===== src/rtl/decode_stage.sv =====
// decode_stage: IF/ID register, decoder and load-use hazard unit feeding ID/EX; issue is 1 cycle after accept (2 with a bubble).
// Backpressure: id_ready drops on ex_stall, flush, a bubble or a held IF/ID. Define DECODE_STALL_COUNT_EN to add stall_count.
module decode_stage #(
   parameter int         DATA_W   = 16,
   parameter int         ADDR_W   = 3,
   parameter logic [4:0] OPC_LOAD = 5'b11001
) (
   input  logic              clk,
   input  logic              reset,
   input  logic              if_valid,
   input  logic [DATA_W-1:0] if_instr,
   output logic              id_ready,
   input  logic              flush,
   input  logic              ex_stall,
   output logic [ADDR_W-1:0] rf_read_addr1,
   output logic [ADDR_W-1:0] rf_read_addr2,
   output logic              ex_valid,
   output logic [4:0]        ex_opcode,
   output logic [ADDR_W-1:0] ex_rd,
   output logic              ex_reg_write,
   output logic              ex_mem_read,
   output logic [DATA_W-1:0] ex_imm
`ifdef DECODE_STALL_COUNT_EN
   ,
   output logic [15:0]       stall_count
`endif
);

   typedef enum logic [1:0] {S_DECODE, S_WAIT_IMM, S_BUBBLE} state_t;

   state_t            state_q;
   logic              ifid_vld_q;
   logic [DATA_W-1:0] ifid_instr_q;
   logic              imm_vld_q;
   logic [DATA_W-1:0] imm_q;
   logic              ex_valid_q;
   logic [4:0]        ex_opcode_q;
   logic [ADDR_W-1:0] ex_rd_q;
   logic              ex_reg_write_q;
   logic              ex_mem_read_q;
   logic [DATA_W-1:0] ex_imm_q;

   logic [4:0]        opc;
   logic [1:0]        cls;
   logic [ADDR_W-1:0] rd, rs1, rs2;
   logic              two_word, writes_rd, reads_rd, reads_rs1, reads_rs2;
   logic              hazard, can_issue, issue, accept, take_imm, take_word;
   logic              unused_lsbs;

   assign opc         = ifid_instr_q[15:11];
   assign rd          = ifid_instr_q[10:8];
   assign rs1         = ifid_instr_q[7:5];
   assign rs2         = ifid_instr_q[4:2];
   assign unused_lsbs = ^ifid_instr_q[1:0];
   assign cls         = opc[4:3];

   assign two_word  = (cls == 2'b11) && opc[2];
   assign writes_rd = (cls != 2'b00) && !((cls == 2'b11) && (opc[1:0] == 2'b10));
   // Memory/immediate class reads rs1 as its base register.
   assign reads_rd  = (cls == 2'b01);
   assign reads_rs1 = cls[1];
   assign reads_rs2 = (cls == 2'b10);

   assign hazard = ifid_vld_q && ex_valid_q && ex_mem_read_q &&
                   ((reads_rd  && (ex_rd_q == rd))  ||
                    (reads_rs1 && (ex_rd_q == rs1)) ||
                    (reads_rs2 && (ex_rd_q == rs2)));

   always_comb begin
      can_issue = 1'b0;
      case (state_q)
         S_DECODE:   can_issue = ifid_vld_q && !two_word && !hazard;
         S_WAIT_IMM: can_issue = imm_vld_q;
         S_BUBBLE:   can_issue = ifid_vld_q;
         default:    can_issue = 1'b0;
      endcase
   end

   // While waiting for an immediate the incoming word bypasses IF/ID.
   assign id_ready  = !flush && !ex_stall &&
                      ((state_q == S_WAIT_IMM) ||
                       ((state_q != S_BUBBLE) && !(ifid_vld_q && !can_issue)));
   assign accept    = if_valid && id_ready;
   assign take_imm  = accept && (state_q == S_WAIT_IMM) && !imm_vld_q;
   assign take_word = accept && !take_imm;
   assign issue     = !flush && !ex_stall && can_issue;

   assign rf_read_addr1 = ifid_vld_q ? (reads_rd ? rd : rs1) : '0;
   assign rf_read_addr2 = ifid_vld_q ? rs2 : '0;

   always_ff @(posedge clk or posedge reset) begin
      if (reset) begin
         state_q        <= S_DECODE;
         ifid_vld_q     <= 1'b0;
         ifid_instr_q   <= '0;
         imm_vld_q      <= 1'b0;
         imm_q          <= '0;
         ex_valid_q     <= 1'b0;
         ex_opcode_q    <= '0;
         ex_rd_q        <= '0;
         ex_reg_write_q <= 1'b0;
         ex_mem_read_q  <= 1'b0;
         ex_imm_q       <= '0;
      end else if (flush) begin
         state_q        <= S_DECODE;
         ifid_vld_q     <= 1'b0;
         imm_vld_q      <= 1'b0;
         ex_valid_q     <= 1'b0;
         ex_reg_write_q <= 1'b0;
         ex_mem_read_q  <= 1'b0;
      end else if (!ex_stall) begin
         if (take_imm) begin
            imm_q     <= if_instr;
            imm_vld_q <= 1'b1;
         end
         if (take_word) begin
            ifid_instr_q <= if_instr;
            ifid_vld_q   <= 1'b1;
         end else if (issue) begin
            ifid_vld_q <= 1'b0;
         end
         if (issue) begin
            state_q        <= S_DECODE;
            imm_vld_q      <= 1'b0;
            ex_valid_q     <= 1'b1;
            ex_opcode_q    <= opc;
            ex_rd_q        <= rd;
            ex_reg_write_q <= writes_rd;
            ex_mem_read_q  <= (opc == OPC_LOAD);
            ex_imm_q       <= two_word ? imm_q : '0;
         end else begin
            ex_valid_q     <= 1'b0;
            ex_reg_write_q <= 1'b0;
            ex_mem_read_q  <= 1'b0;
            if ((state_q == S_DECODE) && ifid_vld_q)
               state_q <= two_word ? S_WAIT_IMM : S_BUBBLE;
         end
      end
   end

   assign ex_valid     = ex_valid_q;
   assign ex_opcode    = ex_opcode_q;
   assign ex_rd        = ex_rd_q;
   assign ex_reg_write = ex_reg_write_q;
   assign ex_mem_read  = ex_mem_read_q;
   assign ex_imm       = ex_imm_q;

`ifdef DECODE_STALL_COUNT_EN
   logic [15:0] stall_cnt_q;

   always_ff @(posedge clk or posedge reset) begin
      if (reset)
         stall_cnt_q <= '0;
      else if (((state_q == S_BUBBLE) || (ex_stall && ifid_vld_q)) && (stall_cnt_q != 16'hFFFF))
         stall_cnt_q <= stall_cnt_q + 16'd1;
   end

   assign stall_count = stall_cnt_q;
`endif

endmodule


===== config.mk =====
export PLATFORM = sky130hd
export DESIGN_NAME = decode_stage
export DESIGN_NICKNAME = d
export VERILOG_FILES = /design/src/rtl/decode_stage.sv
export SDC_FILE = /design/constraint.sdc
export NUM_CORES = 1
export LEC_CHECK = 0
export ABC_AREA = 1
export CAP_MARGIN = 20
export CORE_UTILIZATION = 45
export DETAILED_ROUTE_END_ITERATION = 8
export PLACE_DENSITY = 0.72
export SYNTH_ARGS = -nofsm -noshare
export SYNTH_HDL_FRONTEND = slang
export SYNTH_SLANG_ARGS = --single-unit

===== constraint.sdc =====
create_clock -name clk -period 1.64 [get_ports clk]
set_input_delay 0.164 -clock clk [delete_from_list [all_inputs] [get_ports clk]]
set_output_delay 0.164 -clock clk [all_outputs]
set_load 0.05 [all_outputs]

# Word-level counts from Yosys, hierarchy flattened
# Cells that the tools add are included.
[word_totals] regBits=63 latchBits=0 ramBits=0 romBits=0 output_inout_bits=34 elab_cells=96 mem_count=0
[op_classes] addsub=0 n_mul=0 n_div=0 n_lt_le_gt_ge=0 n_eq_ne=12 shifts=0 mux=27 bitwise_logic=2 reduce_logical=44
[op_table] cell="1-bit logical AND" n=21
[op_table] cell="1-bit two-way mux" n=17
[op_table] cell="16-bit two-way mux" n=1
[op_table] cell="2-bit two-way mux" n=5
[op_table] cell="3-bit == test" n=3
[op_table] cell="1-bit logical NOT" n=9
[op_table] cell="3-bit two-way mux" n=3
[op_table] cell="3-bit AND reduction" n=3
[op_table] cell="3-bit nonzero test" n=3
[op_table] cell="2-bit == test, second input constant" n=4
[op_table] cell="2-bit AND reduction" n=3
[op_table] cell="5-bit == test, second input constant" n=1
[op_table] cell="2-bit by 1-bit == test with 1-bit output, second input constant" n=2
[op_table] cell="2-bit != test, second input constant" n=2
[op_table] cell="1-bit logical OR" n=3
[op_table] cell="1-bit one-hot mux with 3 select lines" n=1
[op_table] cell="2-bit logical NOT" n=1
[op_table] cell="1-bit NOT" n=2
[op_table] cell="2-bit nonzero test" n=1

# Depth between registers and ports, before layout
# Gate-level depths: netlist (run 1).
[logic_depth] ltp_word=22 depth_mapped=14 mapped_depth_nobuf=13

# Worst setup path after synthesis (run 1)
# No wires, ideal clock.
[synth_timing] kind="register to register" startpoint="register ex_rd_q[2], in the netlist ex_rd[2]" endpoint="register ifid_instr_q[15]" setup_time_ns=0.115 arrival_ns=1.694 t_required_ns=1.525 path_slack_ns=-0.169 path_stages_with_launch=13 path_buffers=1 cell_sequence="dfrtp_1 inv_1 nand2_1 nand2_1 nand4_1 nand3_2 nand2_2 nand2_2 nand3_4 nand4_2 buf_6 nand2_1 nand2_2"
[synth_between] elab_chain_cells=20 elab_cells_between_ends=24
[synth_rtl] item="from (decl)" line_no="38" text="logic [ADDR_W-1:0] ex_rd_q;"
[synth_rtl] item="from (signal assigned)" line_no="127" text="ex_rd_q <= rd;"
[synth_rtl] item="3-bit == test (on tied branches)" line_no="65, 66"
[synth_rtl] item="1-bit logical AND (on tied branches)" line_no="65, 66"
[synth_rtl] item="1-bit logical OR" line_no="65" text="((reads_rd && (ex_rd_q == rd)) ||"
[synth_rtl] item="1-bit logical OR (*)" line_no="66" text="(reads_rs1 && (ex_rd_q == rs1)) ||"
[synth_rtl] item="1-bit logical AND (*)" line_no="64" text="assign hazard = ifid_vld_q && ex_valid_q && ex_mem_read_q &&"
[synth_rtl] item="1-bit logical NOT (*)" line_no="72" text="S_DECODE: can_issue = ifid_vld_q && !two_word && !hazard;"
[synth_rtl] item="1-bit logical AND (*)" line_no="72"
[synth_rtl] item="1-bit one-hot mux with 3 select lines (*)" line_no="71" text="case (state_q)"
[synth_rtl] item="[3 not listed]"
[synth_rtl] item="1-bit logical AND (*)" line_no="82" text="((state_q != S_BUBBLE) && !(ifid_vld_q && !can_issue)));"
[synth_rtl] item="1-bit logical OR (*)" line_no="81" text="((state_q == S_WAIT_IMM) ||"
[synth_rtl] item="1-bit logical AND (*)" line_no="80" text="assign id_ready = !flush && !ex_stall &&"
[synth_rtl] item="1-bit logical AND (*)" line_no="83" text="assign accept = if_valid && id_ready;"
[synth_rtl] item="1-bit logical AND (2 in series)" line_no="84" text="assign take_imm = accept && (state_q == S_WAIT_IMM) && !imm_vld_q;"
[synth_rtl] item="1-bit logical NOT" line_no="85" text="assign take_word = accept && !take_imm;"
[synth_rtl] item="1-bit logical AND (*)" line_no="85"
[synth_rtl] item="3-bit AND reduction (no line) (*)"
[synth_rtl] item="to (signal assigned)" line_no="117" text="ifid_instr_q <= if_instr;"
[synth_rtl] item="to (decl)" line_no="33" text="logic [DATA_W-1:0] ifid_instr_q;"
# Every way passes the cells marked *; elsewhere a longest branch is shown, timed or not.
# A chain may end at the register's enable or synchronous reset.

# Final worst setup path (run 1)
[layout_timing] startpoint="register ex_rd_q[2], in the netlist ex_rd[2]" endpoint="output id_ready"
[layout_between] elab_chain_cells=14 elab_cells_between_ends=18
[layout_rtl] item="3-bit == test (on tied branches)" line_no="65, 66"
[layout_rtl] item="1-bit logical AND (on tied branches)" line_no="65, 66"
[layout_rtl] item="1-bit logical OR" line_no="65"
[layout_rtl] item="1-bit logical OR (*)" line_no="66"
[layout_rtl] item="1-bit logical AND (*)" line_no="64"
[layout_rtl] item="1-bit logical NOT (*)" line_no="72"
[layout_rtl] item="1-bit logical AND (*)" line_no="72"
[layout_rtl] item="1-bit one-hot mux with 3 select lines (*)" line_no="71"
[layout_rtl] item="1-bit logical NOT (*)" line_no="82"
[layout_rtl] item="1-bit logical AND (*)" line_no="82"
[layout_rtl] item="1-bit logical NOT (*)" line_no="82"
[layout_rtl] item="1-bit logical AND (*)" line_no="82"
[layout_rtl] item="1-bit logical OR (*)" line_no="81"
[layout_rtl] item="1-bit logical AND (*)" line_no="80"
[layout_rtl] item="to (decl)" line_no="12" text="output logic id_ready,"
# Marks and branches as above.

==> reports/metrics.yaml, run 1 <==
status: "complete, but fails checks"
violations: "negative setup slack"
cp-start-kind: "flip-flop"
vias_per_cell: 5.102
cts_buffers: 9
cts_max_level: 3
grt_remaining_overflow: 0
path_delay_family: "simple AND/OR/NAND/NOR gates"
r2r_end: "ifid_instr_q[5]"
grt_pass1_vias: 2522
reg2reg_depth: 13
fmax_ghz: 0.5334
num_vias: 2459
dp_hpwl_um: 4578
drc: 0
fp-row-count: 28
drtIter0Drc: 68
max_slew_margin_pct: 71.91
r2r-start: "ex_rd[2]"
initial_core_util_pct: 47.75
fin_ws_ns: -0.2348
nNetsFinal: 423
grt_pass1_wl_um: 11550
finalNonFillerCells: 482
cts_buffer_depth: 2
cp_data_required_time_ns: 1.48
synth.distinct_cells: 31
place_congestion: 0.8464
setup_tns_ns: -7.372
ys_seq_area_share_pct: 52.75
synth_cells: 314
layout_common_cells: "nand2_1, dfrtp_1, buf_4, inv_1, nand2_2"
antennaDiodeCount: 0
synthesis.nets: 335
p_leak_nw: 2.044
io_pins: 55
wl_per_cell_um: 14.81
fp.dieArea_mm2: 0.006756
tightest_slew_ns: 0.4190
cts_tree: "yes"
layout-drive-gt1-share_pct: 39.31
dieHeight_um: 82.20
p_per_area_mw_per_mm2: 1283
rsz0062_at_grt: "true"
grt_max_degree: 62
ir_worst_vdd_mv: 0.9232
crit_path_max_incr_delay_ns: 0.46
critPathKind: "reg2out"
wl_um: 7139
worstPathArrival_ns: 1.71
layout_min_cycle_time_ns: 1.875
final_hold_viol_count: 0
syn_area_per_cell_um2: 9.217
ant_nets: 0
antenna_found_initial: 0
coreArea_mm2: 0.006061
finalCritPeriodShare_pct: 114.3
report.final.slew_viol_count: 0
syn_area_mm2: 0.002894
synth-seq-cells: 61
fin_util_pct: 70.38
cts.sinks: 61
finalSetupViolCount: 45
cp_max_fo: 5
pre_cts_ws_ns: -0.1403
regToRegSetupSlack_ns: -0.22
cap_violations: 0
portBuffers: 54
final_common_cell: "nand2_1"
dp_cells: 454
crit_slowest_cell: "dfrtp_2"
yosysWarnings: 0
track_usage_pct: 23.79
drtPass1Iterations: 4
hold_class: "in2async"
die_w_um: 82.20
syn2layout_area_growth_pct: 47.38
end_kind: "output pin"
clock-root-buffer: "clkbuf_8"
timing.critical_path.buf_inv: 2
clk_pin_slew_ns: 0.07
clock-skew-final_ns: 0.01140
insertion_delay_ns: 0.34
path_cells: "xnor2_1 -> nand3_2 -> nand3_2 -> nand2_2 -> nand2_4 -> nand3_4 -> nand2_2 -> inv_2 -> buf_12"
-- state kept, by name (all words and copies together) (netlist names) --
signal,count
state_q,2
ex_valid,1
ex_opcode,5
ex_mem_read,1
imm_vld_q,1
imm_q,16
ex_rd,3
ifid_vld_q,1
ifid_instr_q,14
ex_imm,16
ex_reg_write,1
-- cell usage after synthesis, drive strengths merged --
cell	count	area, um^2
a21oi	5	25.02
a22o	1	8.760
a41oi	1	8.760
buf	10	96.33
clkbuf	2	7.510
dfrtp	61	1526
inv	41	156.4
nand2	115	484.2
nand3	9	80.07
nand4	3	25.02
nor2	15	76.32
nor3	2	15.01
nor4	1	21.27
o21ai	27	135.1
o31ai	17	192.7
xnor2	4	35.03
-- cell families (layout without fill, tap and decap cells) --
logic type | after synthesis | in the layout | share of synthesized area (%)
XOR/XNOR | 4 | 4 | 1.210
AND/OR/NAND/NOR | 145 | 145 | 24.25
AO/OA/AOI/OAI | 51 | 51 | 12.80
flip-flops | 61 | 61 | 52.75
buffers and inverters | 53 | 146 | 8.992
-- tightest hold or removal path, delay by kind of cell --
family | cells | cell delay (ns)
buffers and inverters | 3 | 0.81
-- cell type report --
cell class	count	area [um^2]
well taps	75	93.84
inverters	41	170.2
flip-flops and latches	61	1533
fillers	453	1795
repair buffers	89	957.2
clock inverters	4	70.07
clock buffers	12	155.1
multi-input cells	200	1286
-- power breakdown --
| group | internal (W) | total (W) | switching [W] |
|---|---|---|---|
| registers | 0.00175 | 0.00198 | 0.000227 |
| clock network | 0.000934 | 0.00151 | 0.000578 |
| logic | 0.000778 | 0.00198 | 0.00120 |
-- routing by layer --
layer	global-route usage, %	vias up	wire, um
met2	41.82	51	3880
met4	9.649	0	129
li1	-	1174	-
met1	26.57	1223	2774
met5	0	-	0
met3	7.473	11	355
-- how the worst max path moves through the flow --
| stage | start | endpoint | cells after the start |
|---|---|---|---|
| finish | ex_rd[2] | id_ready | 9 |
| global route | ex_rd[2] | id_ready | 11 |
| CTS | ifid_instr_q[2] | id_ready | 12 |
| detailed placement | ifid_instr_q[14] | ifid_instr_q[8] | 8 |
| global placement | ex_stall | ifid_instr_q[4] | 6 |
| floorplan | ex_rd[2] | ifid_instr_q[15] | 12 |
-- timing repair --
action                                  in CTS  in global routing
setup buffers                                7                  3
gates resized for setup                     22                 32
hold endpoints to repair                     0                  0
endpoints found under the setup margin      39                 58
gates cloned                                 2                  0
pin swaps                                    3                  4
hold buffers                                 0                  0
-- metrics by stage --
step	power, W	cell area, um^2	hold WS (ns)
detailed placement	0.003714	3682	0.4700
global route	0.005732	4265	0.2761
CTS	0.005358	4093	0.2728
global placement	0.003673	3682	0.4654
finish	0.005471	4265	0.2427
floorplan	0.003062	2902	0.2679
(Power assumes the default switching activity.)
==> inputs of run 2 (changes only) <==
--- a/config.mk
+++ b/config.mk
@@ -7,8 +7,10 @@
 export LEC_CHECK = 0
 export ABC_AREA = 1
 export CAP_MARGIN = 20
+export CORE_ASPECT_RATIO = 1.2
 export CORE_UTILIZATION = 45
 export DETAILED_ROUTE_END_ITERATION = 8
+export MAX_ROUTING_LAYER = met4
 export PLACE_DENSITY = 0.72
 export SYNTH_ARGS = -nofsm -noshare
 export SYNTH_HDL_FRONTEND = slang
==> run 2 against run 1 <==
The flow still finishes with violations (negative setup slack). Register-to-register slack got worse by 0.04 ns. Wire length rose by 6.3%. Sequential share of layout area fell by 0.68 points. Via count rose by 0.77%. Critical path type unchanged. Critical endpoint unchanged. Highest routed layer unchanged.
==> reports/metrics.yaml, run 2 (synthesis gave the netlist of run 1 again) <==
status: "complete, but fails checks"
io_pins: 55
max_slew_margin_pct: 69.89
drtPass1Iterations: 4
cts_buffers: 9
drtIter0Drc: 91
layout_common_cells: "nand2_1, dfrtp_1, buf_4, inv_1, nand2_2"
coreArea_mm2: 0.006128
layout-drive-gt1-share_pct: 40.63
insertion_delay_ns: 0.34
fin_ws_ns: -0.2609
place_congestion: 0.8817
p_per_area_mw_per_mm2: 1219
initial_core_util_pct: 47.22
num_vias: 2478
finalCritPeriodShare_pct: 115.9
dp_hpwl_um: 4598
final_hold_viol_count: 0
antennaDiodeCount: 0
wl_um: 7589
dp_cells: 466
clock-skew-final_ns: 0.008787
antenna_found_initial: 0
reg2reg_depth: 13
cp_data_required_time_ns: 1.48
grt_remaining_overflow: 0
layout_min_cycle_time_ns: 1.901
timing.hold.ws_ns: 0.2539
cap_violations: 0
design_area_mm2: 0.004344
track_usage_pct: 23.73
tightest_slew_ns: 0.4500
r2r-start: "ex_rd[2]"
drc: 0
p_leak_nw: 2.059
report.final.slew_viol_count: 0
cts_buffer_depth: 2
syn2layout_area_growth_pct: 50.11
worstPathArrival_ns: 1.74
cts_max_level: 3
vias_per_cell: 5.026
cts.sinks: 61
portBuffers: 54
rsz0062_at_grt: "true"
nNetsFinal: 428
r2r_end: "ifid_instr_q[6]"
grt_max_degree: 62
clk_pin_slew_ns: 0.07
dieHeight_um: 89.85
fp-row-count: 31
grt_pass1_wl_um: 11720
hold_class: "in2async"
ir_worst_vdd_mv: 0.9685
fp.dieArea_mm2: 0.006757
fmax_ghz: 0.5261
placed_cell_area_mm2: 0.003729
end_kind: "output pin"
cts_tree: "yes"
critPathKind: "reg2out"
regToRegSetupSlack_ns: -0.26
wl_per_cell_um: 15.39
clock-root-buffer: "clkbuf_8"
finalSetupViolCount: 49
grt_pass1_vias: 2459
violations: "negative setup slack"
cp-start-kind: "flip-flop"
finalNonFillerCells: 493
final_common_cell: "nand2_1"
ant_nets: 0
die_w_um: 75.21
cts_hold_buf: 0
cp_max_fo: 5
==> run 2: cell count changes in the layout (fill, tap and decap cells not counted), moves of 4 or more <==
cell	delta
nor2_2	-4
nand2_1	-6
nand2_2	+6
o31ai_4	+6
==> run 2: worst max-delay path, cell delays in order, from the launching register on <==
cell and delay [ns]:
dfrtp_2 0.47, xnor2_1 0.23, nand3_2 0.11, nand3_2 0.11
nand2_2 0.06, nand2_2 0.08, nand3_4 0.08, nand2_2 0.08
inv_2 0.05, buf_12 0.14
==> run 2: worst max path at each step <==
stage               slack (ns)  cells after the start                to      from
finish                   -0.26                      9          id_ready  ex_rd[2]
global route             -0.34                     11          id_ready  ex_rd[2]
CTS                      -0.19                     12          id_ready  ex_rd[0]
detailed placement       -0.11                     12   ifid_instr_q[3]  ex_rd[0]
global placement         -0.07                     12  ifid_instr_q[15]  ex_rd[0]
floorplan                0.003                     12  ifid_instr_q[15]  ex_rd[2]
==> run 2: metrics by stage <==
step / total power, W / TNS (ns) / setup WS, ns / util, %
after detailed placement: 0.003713 / -1.216 / -0.1131 / 60.84
final: 0.005294 / -7.848 / -0.2609 / 70.89
after global routing: 0.005556 / -12.25 / -0.3441 / 70.89
after CTS: 0.005172 / -4.011 / -0.1873 / 67.42
after global placement: 0.003675 / -0.6688 / -0.06939 / 60.84
after floorplan: 0.003062 / 0 / 0.002649 / -
==> run 2: routing by layer <==
layer	track usage, %	wire length [um]	part of all wire [%]
met1	29.52	3239	43
met2	37.09	3850	51
met3	5.717	282	3.7
met4	9.105	215	2.8
met5	-	0	0
==> run 2: cell type report <==
type                            count  area (um^2)
Clock buffer                       14        162.7
Clock inverter                      1        30.03
Fill cell                         458         1784
Inverter                           41        167.7
Multi-Input combinational cell    201         1348
Sequential cell                    61         1531
Tap cell                           82        102.6
Timing Repair Buffer               93         1002
==> run 2: timing repair <==
action	CTS	global route
buffers inserted	7	0
cloned	2	3
endpoints found under the setup margin	21	49
pin swaps	3	6
resized for setup	25	36
==> run 2: power breakdown <==
part | internal (W) | leakage, nW | switching [W]
registers | 0.00175 | 0.733 | 0.000236
logic | 0.000768 | 1.23 | 0.00120
clock network | 0.000779 | 0.0968 | 0.000555
total | 0.00330 | 2.06 | 0.00199
